`src/rtl/iic_pkg.sv`:
```
// Shared definitions for the I2C target: FSM state encoding, bus bit
// meanings and the default device address.
package iic_pkg;

  localparam logic [6:0] DEV_ADDR_DEF = 7'h3C;
  localparam logic       ACK          = 1'b0;
  localparam logic       NACK         = 1'b1;

  typedef enum logic [3:0] {
    ST_IDLE      = 4'd0,
    ST_DEV       = 4'd1,
    ST_DEV_ACK   = 4'd2,
    ST_REG_H     = 4'd3,
    ST_REG_H_ACK = 4'd4,
    ST_REG_L     = 4'd5,
    ST_REG_L_ACK = 4'd6,
    ST_WR_BYTE   = 4'd7,
    ST_WR_ACK    = 4'd8,
    ST_RD_BYTE   = 4'd9,
    ST_RD_MACK   = 4'd10,
    ST_WAIT_STOP = 4'd11
  } iic_state_e;

endpackage

```
`src/rtl/iic_in_filter.sv`:
```
// Brings one asynchronous bus line into the clock domain, rejects glitches
// shorter than FILT_LEN samples and produces single-cycle edge pulses.
module iic_in_filter #(
  parameter int FILT_LEN = 3
) (
  input  logic clk,
  input  logic rst,
  input  logic i_async,
  output logic o_level,
  output logic o_rise,
  output logic o_fall
);

  localparam int CW = $clog2(FILT_LEN + 1);

  logic [1:0]    r_sync;
  logic          r_filt;
  logic          r_prev;
  logic [CW-1:0] r_cnt;

  // r_cnt counts consecutive samples that disagree with the filtered level.
  always_ff @(posedge clk or posedge rst) begin
    if (rst) begin
      r_sync <= 2'b11;
      r_filt <= 1'b1;
      r_prev <= 1'b1;
      r_cnt  <= '0;
    end else begin
      r_sync <= {r_sync[0], i_async};
      r_prev <= r_filt;
      if (r_sync[1] == r_filt) begin
        r_cnt <= '0;
      end else if (r_cnt == CW'(FILT_LEN - 1)) begin
        r_filt <= r_sync[1];
        r_cnt  <= '0;
      end else begin
        r_cnt <= r_cnt + CW'(1);
      end
    end
  end

  assign o_level = r_filt;
  assign o_rise  = r_filt & ~r_prev;
  assign o_fall  = ~r_filt & r_prev;

endmodule

```
`src/rtl/iic_slave_resp.sv`:
```
// I2C target with a 16-bit auto-incrementing register address, driving a
// single-cycle register-file port (wr_en / rd_req) toward local logic.
module iic_slave_resp
  import iic_pkg::*;
#(
  parameter logic [6:0] DEV_ADDR = DEV_ADDR_DEF,
  parameter int         FILT_LEN = 3
) (
  input  logic        clk_8m,
  input  logic        rst,
  input  logic        scl_i,
  input  logic        sda_i,
  output logic        sda_oe,
  output logic [15:0] reg_addr,
  output logic        wr_en,
  output logic [7:0]  wr_data,
  output logic        rd_req,
  input  logic [7:0]  rd_data,
  output logic        busy,
  output logic        err,
  output logic [3:0]  dbg_state
);

  logic w_scl, w_scl_rise, w_scl_fall;
  logic w_sda, w_sda_rise, w_sda_fall;

  iic_in_filter #(.FILT_LEN(FILT_LEN)) u_scl_filt (
    .clk(clk_8m), .rst(rst), .i_async(scl_i),
    .o_level(w_scl), .o_rise(w_scl_rise), .o_fall(w_scl_fall)
  );

  iic_in_filter #(.FILT_LEN(FILT_LEN)) u_sda_filt (
    .clk(clk_8m), .rst(rst), .i_async(sda_i),
    .o_level(w_sda), .o_rise(w_sda_rise), .o_fall(w_sda_fall)
  );

  iic_state_e  r_state, w_next_state;
  logic [2:0]  r_bit_cnt;
  logic [7:0]  r_shift;
  logic        r_phase;   // ACK states: ACK-bit rise seen; RD_BYTE: 8 bits sent; RD_MACK: master ACKed
  logic        r_rw;
  logic        r_rd_lat;
  logic        r_sda_oe;
  logic [15:0] r_reg_addr;
  logic        r_wr_en;
  logic [7:0]  r_wr_data;
  logic        r_rd_req;
  logic        r_busy;
  logic        r_err;

  logic       w_start, w_stop;
  logic       w_rx_state, w_ack_state, w_data_state;
  logic       w_byte_done, w_rd_mode, w_mid_byte;
  logic [7:0] w_byte;

  assign w_start = w_sda_fall & w_scl;
  assign w_stop  = w_sda_rise & w_scl;

  assign w_rx_state   = (r_state == ST_DEV) || (r_state == ST_REG_H) ||
                        (r_state == ST_REG_L) || (r_state == ST_WR_BYTE);
  assign w_ack_state  = (r_state == ST_DEV_ACK) || (r_state == ST_REG_H_ACK) ||
                        (r_state == ST_REG_L_ACK) || (r_state == ST_WR_ACK);
  assign w_data_state = (r_state == ST_REG_H) || (r_state == ST_REG_L) ||
                        (r_state == ST_WR_BYTE) || (r_state == ST_RD_BYTE);
  assign w_byte      = {r_shift[6:0], w_sda};
  assign w_byte_done = w_rx_state & w_scl_rise & (r_bit_cnt == 3'd7);
  assign w_rd_mode   = (r_state == ST_DEV_ACK) & r_rw;
  // A legal START/STOP always follows one SCL rise of the next bit slot,
  // so only two or more bits in counts as an interrupted byte.
  assign w_mid_byte  = r_busy & w_data_state & (r_bit_cnt > 3'd1);

  always_comb begin
    w_next_state = r_state;
    if (w_stop) begin
      w_next_state = ST_IDLE;
    end else if (w_start) begin
      w_next_state = ST_DEV;
    end else begin
      case (r_state)
        ST_DEV:       if (w_byte_done) w_next_state = (w_byte[7:1] == DEV_ADDR) ? ST_DEV_ACK : ST_WAIT_STOP;
        ST_DEV_ACK:   if (w_scl_fall && r_phase) w_next_state = r_rw ? ST_RD_BYTE : ST_REG_H;
        ST_REG_H:     if (w_byte_done) w_next_state = ST_REG_H_ACK;
        ST_REG_H_ACK: if (w_scl_fall && r_phase) w_next_state = ST_REG_L;
        ST_REG_L:     if (w_byte_done) w_next_state = ST_REG_L_ACK;
        ST_REG_L_ACK: if (w_scl_fall && r_phase) w_next_state = ST_WR_BYTE;
        ST_WR_BYTE:   if (w_byte_done) w_next_state = ST_WR_ACK;
        ST_WR_ACK:    if (w_scl_fall && r_phase) w_next_state = ST_WR_BYTE;
        ST_RD_BYTE:   if (w_scl_fall && r_phase) w_next_state = ST_RD_MACK;
        ST_RD_MACK: begin
          if (w_scl_rise && (w_sda == NACK)) w_next_state = ST_WAIT_STOP;
          else if (w_scl_fall && r_phase)    w_next_state = ST_RD_BYTE;
        end
        default:      w_next_state = r_state;
      endcase
    end
  end

  always_ff @(posedge clk_8m or posedge rst) begin
    if (rst) begin
      r_state    <= ST_IDLE;
      r_bit_cnt  <= 3'd0;
      r_shift    <= 8'd0;
      r_phase    <= 1'b0;
      r_rw       <= 1'b0;
      r_rd_lat   <= 1'b0;
      r_sda_oe   <= 1'b0;
      r_reg_addr <= 16'd0;
      r_wr_en    <= 1'b0;
      r_wr_data  <= 8'd0;
      r_rd_req   <= 1'b0;
      r_busy     <= 1'b0;
      r_err      <= 1'b0;
    end else begin
      r_state  <= w_next_state;
      r_wr_en  <= 1'b0;
      r_rd_req <= 1'b0;
      r_rd_lat <= r_rd_req;
      if (r_rd_lat) r_shift <= rd_data;
      if (r_wr_en)  r_reg_addr <= r_reg_addr + 16'd1;

      if (w_stop || w_start) begin
        r_sda_oe  <= 1'b0;
        r_bit_cnt <= 3'd0;
        r_phase   <= 1'b0;
        if (w_mid_byte) r_err  <= 1'b1;
        if (w_stop)     r_busy <= 1'b0;
      end else begin
        if (w_rx_state && w_scl_rise) begin
          r_shift   <= w_byte;
          r_bit_cnt <= r_bit_cnt + 3'd1;
        end

        if (w_byte_done) begin
          case (r_state)
            ST_DEV: begin
              r_rw <= w_sda;
              if (w_byte[7:1] == DEV_ADDR) begin
                r_busy <= 1'b1;
                r_err  <= 1'b0;
              end else begin
                r_busy <= 1'b0;
              end
            end
            ST_REG_H:   r_reg_addr[15:8] <= w_byte;
            ST_REG_L:   r_reg_addr[7:0]  <= w_byte;
            ST_WR_BYTE: begin
              r_wr_en   <= 1'b1;
              r_wr_data <= w_byte;
            end
            default: ;
          endcase
        end

        // ACK bit: drive after the byte's last fall, release (or present
        // the first read bit) after the ACK bit's own fall.
        if (w_ack_state) begin
          if (w_scl_rise) begin
            r_phase <= 1'b1;
            if (w_rd_mode) r_rd_req <= 1'b1;
          end
          if (w_scl_fall) begin
            if (!r_phase) begin
              r_sda_oe <= 1'b1;
            end else begin
              r_phase   <= 1'b0;
              r_bit_cnt <= 3'd0;
              r_sda_oe  <= w_rd_mode ? ~r_shift[7] : 1'b0;
            end
          end
        end

        if (r_state == ST_RD_BYTE) begin
          if (w_scl_rise) begin
            r_bit_cnt <= r_bit_cnt + 3'd1;
            if (r_bit_cnt == 3'd7) r_phase <= 1'b1;
          end
          if (w_scl_fall) begin
            if (r_phase) begin
              r_phase  <= 1'b0;
              r_sda_oe <= 1'b0;
            end else begin
              r_shift  <= {r_shift[6:0], 1'b0};
              r_sda_oe <= ~r_shift[6];
            end
          end
        end

        if (r_state == ST_RD_MACK) begin
          if (w_scl_rise && (w_sda == ACK)) begin
            r_phase    <= 1'b1;
            r_reg_addr <= r_reg_addr + 16'd1;
            r_rd_req   <= 1'b1;
          end
          if (w_scl_fall && r_phase) begin
            r_phase   <= 1'b0;
            r_bit_cnt <= 3'd0;
            r_sda_oe  <= ~r_shift[7];
          end
        end
      end
    end
  end

  assign sda_oe    = r_sda_oe;
  assign reg_addr  = r_reg_addr;
  assign wr_en     = r_wr_en;
  assign wr_data   = r_wr_data;
  assign rd_req    = r_rd_req;
  assign busy      = r_busy;
  assign err       = r_err;
  assign dbg_state = r_state;

endmodule

```
`config.mk`:
```
export PLATFORM = sky130hd
export DESIGN_NAME = iic_slave_resp
export DESIGN_NICKNAME = d
export VERILOG_FILES = /design/src/rtl/iic_pkg.sv /design/src/rtl/iic_in_filter.sv /design/src/rtl/iic_slave_resp.sv
export SDC_FILE = /design/constraint.sdc
export NUM_CORES = 1
export LEC_CHECK = 0
export CORE_MARGIN = 3
export CORE_UTILIZATION = 55
export CTS_BUF_LIST = sky130_fd_sc_hd__clkbuf_8 sky130_fd_sc_hd__clkbuf_16
export CTS_CLUSTER_DIAMETER = 120
export DETAILED_ROUTE_END_ITERATION = 8
export PLACE_DENSITY = 0.8
export SYNTH_ARGS = -nofsm -noshare
export SYNTH_HDL_FRONTEND = slang
export SYNTH_SLANG_ARGS = --single-unit
```
`constraint.sdc`:
```
create_clock -name clk_8m -period 3.3 [get_ports clk_8m]
set_clock_uncertainty 0.05 [all_clocks]
set_input_delay 0.495 -clock clk_8m [delete_from_list [all_inputs] [get_ports clk_8m]]
set_output_delay 0.495 -clock clk_8m [all_outputs]
set_load 0.01 [all_outputs]
```
==> results of run 1 <==
worst paths after layout:
| check | slack (ns) | startpoint | endpoint |
|---|---|---|---|
| setup reg to reg | 0.73 | dbg_state[3] | reg_addr[0] |
| setup / recovery | 0.73 | dbg_state[3] | reg_addr[0] |
| min in group asynchronous | 0.50 | rst | r_bit_cnt[2] |
| hold / removal | 0.31 | u_sda_filt.r_sync[0] | u_sda_filt.r_sync[1] |
| hold reg to reg | 0.31 | u_sda_filt.r_sync[0] | u_sda_filt.r_sync[1] |
| max in group asynchronous | 2.05 | rst | u_sda_filt.r_prev |
per-layer routing:
metal | GRT usage [%] | vias up | share of wire, %
met5 | 0 | - | 0
met1 | 35.6 | 1427 | 43
met2 | 39.0 | 134 | 48
li1 | - | 1351 | -
met3 | 4.64 | 23 | 6.5
met4 | 9.65 | 0 | 2.1
cell usage in the layout, fill, tap and decap left out, drive strengths merged, types with 4 or more instances in the layout:
cell and count:
a21oi 14, a22oi 7, a31oi 8, and3 4, buf 5, clkbuf 9, clkdlybuf4s50 44, dfrtp 51
dfstp 8, ha 4, inv 12, mux2 9, mux2i 12, nand2 31, nand3 8, nand3b 4
nor2 22, nor2b 5, nor3 10, nor3b 4, o21ai 21, o22ai 10, xnor2 6, xor2 11
layout make-up:
| type | instances | area share (%) |
|---|---|---|
| clock buffers | 9 | 3.10 |
| inverters | 11 | 1.03 |
| clock inverters | 7 | 1.75 |
| repair buffers | 49 | 12.3 |
| multi-input cells | 251 | 42.4 |
| flip-flops and latches | 59 | 37.2 |
| well taps | 72 | 2.25 |
flip-flops by register name, summed over array words and instances (netlist names):
name                count
busy                    1
dbg_state               4
err                     1
r_bit_cnt               3
r_phase                 1
r_rd_lat                1
r_rw                    1
r_shift                 8
rd_req                  1
reg_addr               16
sda_oe                  1
u_scl_filt.o_level      1
u_scl_filt.r_cnt        2
u_scl_filt.r_prev       1
u_scl_filt.r_sync       2
u_sda_filt.o_level      1
u_sda_filt.r_cnt        2
u_sda_filt.r_prev       1
u_sda_filt.r_sync       2
wr_data                 8
wr_en                   1
power breakdown:
part           internal (mW)  switching, mW  total, mW
logic                  0.247          0.328      0.574
registers              0.848          0.220       1.07
clock network          0.347          0.302      0.648
cell families (layout without fill, tap and decap cells):
logic type	after synthesis	after routing	synth area share [%]
adders and majority gates	4	4	1.50
DFF	59	59	44.7
AOI/OAI and AO/OA	97	97	20.6
muxes	21	21	6.65
and+or+nand+nor	112	112	17.8
buffers and inverters	35	76	4.32
xor gates and xnor gates	17	17	4.47
==> results.py, run 1 <==
metrics = {
    "route": {
        "drt-total-wl_um": 8590,
        "route.antenna.remaining_nets": 0,
        "route.detailed.wl_per_inst_um": 18.8,
        "drc": 0,
        "total_iterations_of_the_first_detailed_routing_run": 6,
        "dr_total_vias": 2935,
        "dr.first_iter.drc_count": 213,
        "drt-vias-per-instance": 6.41,
    },
    "power": {
        "p_leak_nw": 1.74,
        "finalPower_mw": 2.29,
        "power-per-cell-area_nw_per_um2": 573,
        "worst_ir_drop_on_vdd_mv": 0.437,
    },
    "sta": {
        "timing.final.crit_period_ns": 2.57,
        "grt_setup_unrepaired": "no",
        "fmax_ghz": 0.389,
        "finalCritPeriodShare_pct": 77.9,
        "worst_hold_slack_ns": 0.309,
        "finalSetupViolations": 0,
        "maxSlewViolCount": 0,
        "slew_headroom_pct": 47.5,
        "final.setup.worst_slack_ns": 0.730,
        "timing_hold_violations_final": 0,
        "worst-slew-pin-transition_ns": 0.778,
        "setup_tns_ns": 0,
    },
    "clocking": {
        "postcts_resize_cnt": 0,
        "cts_num_sinks": 59,
        "clk_pin_slew_ns": 0.08,
        "cts.htree.levels": 3,
        "postCtsSetupBuffers": 0,
        "cts_tree": "yes",
        "insertion_delay_of_the_later_clocked_pin_in_the_worst_skew_pair_ns": 0.34,
        "clock-root-buffer": "sky130_fd_sc_hd__clkbuf_8",
        "cts.path.max_buffers": 2,
        "cts-buffers-inserted": 9,
        "ctsHoldBuffers": 0,
    },
    "logic_synthesis": {
        "seq_area_frac_synth_pct": 44.7,
        "ys_warn_count": 0,
        "synth_largest_type_area_fraction_pct": 38.3,
        "mean_instance_size_in_the_synthesized_netlist_um2": 9.65,
        "syn-instance-count": 345,
        "synth-async-reset-ratio_pct": 100,
        "synthesis.area_um2": 3330,
        "synthDominantAreaCellType": "sky130_fd_sc_hd__dfrtp_1",
        "syn-num-nets": 361,
        "number_of_flops_mapped_to_enable_cells_by_yosys": 0,
        "ys_dominant_reg_cell": "sky130_fd_sc_hd__dfrtp_1",
        "ys_types": 66,
        "yosysMostFrequentCell": "sky130_fd_sc_hd__dfrtp_1",
        "ys_top_cells_by_area": "sky130_fd_sc_hd__dfrtp_1 38%, sky130_fd_sc_hd__dfstp_2 6.3%, sky130_fd_sc_hd__mux2i_1 3.6%, sky130_fd_sc_hd__nand2_1 3.5%, sky130_fd_sc_hd__o21ai_0 3.0%",
        "ys_ff_latch": 59,
        "synth_top_cells_by_count": "51 x sky130_fd_sc_hd__dfrtp_1, 31 x sky130_fd_sc_hd__nand2_1, 22 x sky130_fd_sc_hd__nor2_1",
    },
    "worst_setup_path": {
        "worst_setup_path_end_kind": "flop",
        "worstSetupPathDepth": 5,
        "cp-start-kind": "flop",
        "cp.arrival_ns": 2.76,
        "crit_path_frequent_cell": "sky130_fd_sc_hd__nand2_1",
        "critical-path-max-stage-delay_ns": 0.70,
        "timing.reg2reg.worst_path_depth": 5,
        "critical_path.slowest_cell": "sky130_fd_sc_hd__dfrtp_1",
        "critical_path.max_fanout": 21,
        "worst_path_required_time_ns": 3.49,
        "path_cells": "or3b_4 -> or3_1 -> nand2_1 -> nand2_1 -> a221oi_1",
        "critical_path.n_buffers_inverters": 0,
        "critical_path_class": "flop to flop",
        "cp_top_family": "simple AND/OR/NAND/NOR gates",
    },
    "global_routing": {
        "pin_count_of_the_biggest_net_entering_global_routing": 31,
        "grt-ovfl-total": 0,
        "grt_pass1_vias": 2842,
        "grt_antenna_before_repair": 0,
        "groute.usage.overall_pct": 25.3,
        "grt_pass1_wl_um": 14400,
    },
    "die": {
        "design.die.area_um2": 7020,
        "die_w_um": 83.8,
        "placementRows": 27,
        "floorplan.initialDensity_pct": 58.6,
        "dieHeight_um": 83.8,
        "core_region_area_um2": 5680,
        "ioPinCount": 45,
    },
    "cells_and_area": {
        "finalInstanceArea_um2": 4000,
        "final_nets": 397,
        "fillerInstances": 420,
        "final_core_utilization_pct": 70.5,
        "layout.cells.non_filler": 458,
        "multiInputGateArea_um2": 1700,
        "register_area_um2": 1490,
        "syn2layout_area_growth_pct": 20.2,
        "num_antenna_cells": 0,
        "layout-drive-gt1-share_pct": 10.4,
    },
    "placement": {
        "post-place-cells": 442,
        "place_worst_setup_slack_ns": 0.811,
        "placement.io_buffers": 44,
        "post-dp-hpwl_um": 5930,
        "placed_cell_area_um2": 3810,
        "gp_routability_congestion": 0.942,
    },
    "flow_run": {
        "cap_viol_max_count": 0,
    },
    "run_status": {
        "status": "completed",
    },
    "hold_path": {
        "holdCritPathClass": "flop to flop",
        "min_delay_path_depth": 0,
    },
}
(Power assumes the default switching activity.)
==> run 2: changes to the inputs <==
- CORE_UTILIZATION: 55 -> 50
- PLACE_DENSITY: 0.8 -> 0.77
- clock period: 3.3 -> 2.3 ns (I/O delays scaled with it)
==> run 2 against run 1 <==
Compared with the run above:
- setup slack got worse by 0.59 ns
- core utilization fell by 5.0 points
- clock power grew 56%
- cell count is 5.7% higher
- via count rose by 1.9%
- sequential share of layout area fell by 1.6 points
- fmax is 19% higher
- wire length up 0.43%
- sequential cell count is the same
- worst hold slack got worse by 0.024 ns
- critical path type unchanged
- largest power group unchanged
- highest routed layer unchanged
==> results.py, run 2 (synthesis gave the netlist of run 1 again) <==
metrics = {
    "global_routing": {
        "groute.usage.overall_pct": 24.5,
        "grt_pass1_wl_um": 14300,
        "grt-ovfl-total": 0,
        "grt_antenna_before_repair": 0,
        "grt_pass1_vias": 2877,
        "pin_count_of_the_biggest_net_entering_global_routing": 28,
    },
    "clocking": {
        "cts_tree": "yes",
        "ctsHoldBuffers": 0,
        "insertion_delay_of_the_later_clocked_pin_in_the_worst_skew_pair_ns": 0.34,
        "cts.htree.levels": 3,
        "postCtsSetupBuffers": 0,
        "clk_pin_slew_ns": 0.07,
        "cts.path.max_buffers": 2,
        "cts_num_sinks": 59,
        "postcts_resize_cnt": 0,
        "clock-root-buffer": "sky130_fd_sc_hd__clkbuf_8",
        "cts-buffers-inserted": 9,
    },
    "cells_and_area": {
        "finalInstanceArea_um2": 4180,
        "layout-drive-gt1-share_pct": 15.0,
        "num_antenna_cells": 0,
        "most_frequent_cells_in_the_layout": "51 x sky130_fd_sc_hd__dfrtp_1, 44 x sky130_fd_sc_hd__clkdlybuf4s50_1, 31 x sky130_fd_sc_hd__nand2_1",
        "largest_register_ffs": 16,
        "fillerInstances": 511,
        "syn2layout_area_growth_pct": 25.7,
        "layout_commonest_cell": "sky130_fd_sc_hd__dfrtp_1",
        "final_nets": 418,
        "final_core_utilization_pct": 65.5,
    },
    "route": {
        "dr_total_vias": 2990,
        "drc": 0,
        "total_iterations_of_the_first_detailed_routing_run": 4,
        "route.antenna.remaining_nets": 0,
        "drt-total-wl_um": 8630,
        "route.detailed.wl_per_inst_um": 17.8,
        "drt-vias-per-instance": 6.18,
        "dr.first_iter.drc_count": 150,
    },
    "sta": {
        "timing.final.crit_period_ns": 2.16,
        "worst_hold_slack_ns": 0.285,
        "setup_tns_ns": 0,
        "slew_headroom_pct": 57.6,
        "timing_hold_violations_final": 0,
        "grt_setup_unrepaired": "no",
        "finalSetupViolations": 0,
        "fmax_ghz": 0.463,
        "finalCritPeriodShare_pct": 93.9,
        "worst-slew-pin-transition_ns": 0.632,
        "maxSlewViolCount": 0,
    },
    "power": {
        "p_leak_nw": 1.87,
        "power-per-cell-area_nw_per_um2": 823,
        "worst_ir_drop_on_vdd_mv": 0.529,
        "finalPower_mw": 3.44,
    },
    "worst_setup_path": {
        "cp.arrival_ns": 2.33,
        "critical_path.slowest_cell": "sky130_fd_sc_hd__dfstp_2",
        "critical_path.startpoint": "u_sda_filt.o_level",
        "worst_path_required_time_ns": 2.47,
        "critical_path.max_fanout": 10,
        "ff2ff_setup_slack_ns": 0.14,
        "critical-path-max-stage-delay_ns": 0.67,
        "setup.worst_path.end": "wr_data[1]",
        "cp-start-kind": "flop",
        "rr_startpoint": "u_sda_filt.o_level",
        "worstReg2RegEnd": "wr_data[1]",
        "timing.reg2reg.worst_path_depth": 4,
        "critical_path_class": "flop to flop",
        "path_cells": "xor2_1 -> a21bo_2 -> or3_1 -> mux2_1",
        "worst_setup_path_end_kind": "flop",
    },
    "die": {
        "die_w_um": 87.6,
        "dieHeight_um": 87.6,
        "placementRows": 29,
        "floorplan.initialDensity_pct": 52.1,
        "core_region_area_um2": 6390,
        "ioPinCount": 45,
        "design.die.area_um2": 7670,
    },
    "placement": {
        "gp_routability_congestion": 0.922,
        "placed_cell_area_um2": 3970,
        "post-dp-hpwl_um": 6300,
        "placement.io_buffers": 44,
    },
    "hold_path": {
        "holdCritPathClass": "input port to async pin",
    },
    "run_status": {
        "status": "completed",
    },
    "flow_run": {
        "cap_viol_max_count": 0,
    },
}
-- run 2: cell types whose count changed in the layout (fill, tap and decap cells not counted) --
cell                         delta
sky130_fd_sc_hd__bufinv_16      +1
sky130_fd_sc_hd__or4_4          +1
sky130_fd_sc_hd__or4_1          -1
sky130_fd_sc_hd__clkinv_4       +1
sky130_fd_sc_hd__clkinv_2       +1
sky130_fd_sc_hd__clkinvlp_4     -3
sky130_fd_sc_hd__inv_1          +1
sky130_fd_sc_hd__buf_4         +21
sky130_fd_sc_hd__inv_6          -1
-- run 2: through the flow --
step | setup slack (ns) | cells
floorplan | 0.256 | 345
global placement | 0.207 | 468
detailed placement | 0.151 | 468
CTS | 0.137 | 484
global route | 0.0396 | 484
finish | 0.141 | 484
-- run 2: worst min-delay path by stage --
stage	from	end	slack [ns]	cells after the start
detailed placement	u_sda_filt.r_sync[0]	u_sda_filt.r_sync[1]	0.30	0
global route	u_sda_filt.r_sync[0]	u_sda_filt.r_sync[1]	0.31	0
CTS	rst	u_scl_filt.r_cnt[0]	0.28	2
floorplan	u_scl_filt.r_sync[0]	u_scl_filt.r_sync[1]	0.30	0
global placement	u_sda_filt.r_sync[0]	u_sda_filt.r_sync[1]	0.30	0
finish	rst	u_scl_filt.r_cnt[0]	0.29	2
-- run 2: layout make-up --
| cell class | instances | area, um2 | area share (%) |
|---|---|---|---|
| clock inverters | 7 | 86.3 | 2.06 |
| clock buffers | 9 | 124 | 2.96 |
| inverters | 11 | 41.3 | 0.987 |
| repair buffers | 70 | 648 | 15.5 |
| flip-flops and latches | 59 | 1490 | 35.5 |
| multi-input cells | 251 | 1700 | 40.7 |
| well taps | 77 | 96.3 | 2.30 |
-- run 2: layer usage --
| layer | vias up | global-route usage (%) | part of all wire [%] |
|---|---|---|---|
| li1 | 1395 | - | - |
| met1 | 1425 | 30.9 | 42 |
| met2 | 145 | 38.9 | 49 |
| met3 | 25 | 6.49 | 6.6 |
| met4 | 0 | 12.0 | 2.9 |
| met5 | - | 0 | 0 |
-- run 2: worst max-delay path, delay by kind of cell, from the launching register on --
kind            cells  cell delay, ns
flops               1            0.67
compound gates      1            0.24
simple gates        1            0.57
xor+xnor            1            0.12
mux                 1            0.38
-- run 2: report_power, final --
group	switching (mW)	total (mW)	internal, mW
Clock	0.411	1.01	0.600
Sequential	0.188	1.40	1.22
Combinational	0.595	1.03	0.434
Total	1.19	3.44	2.25
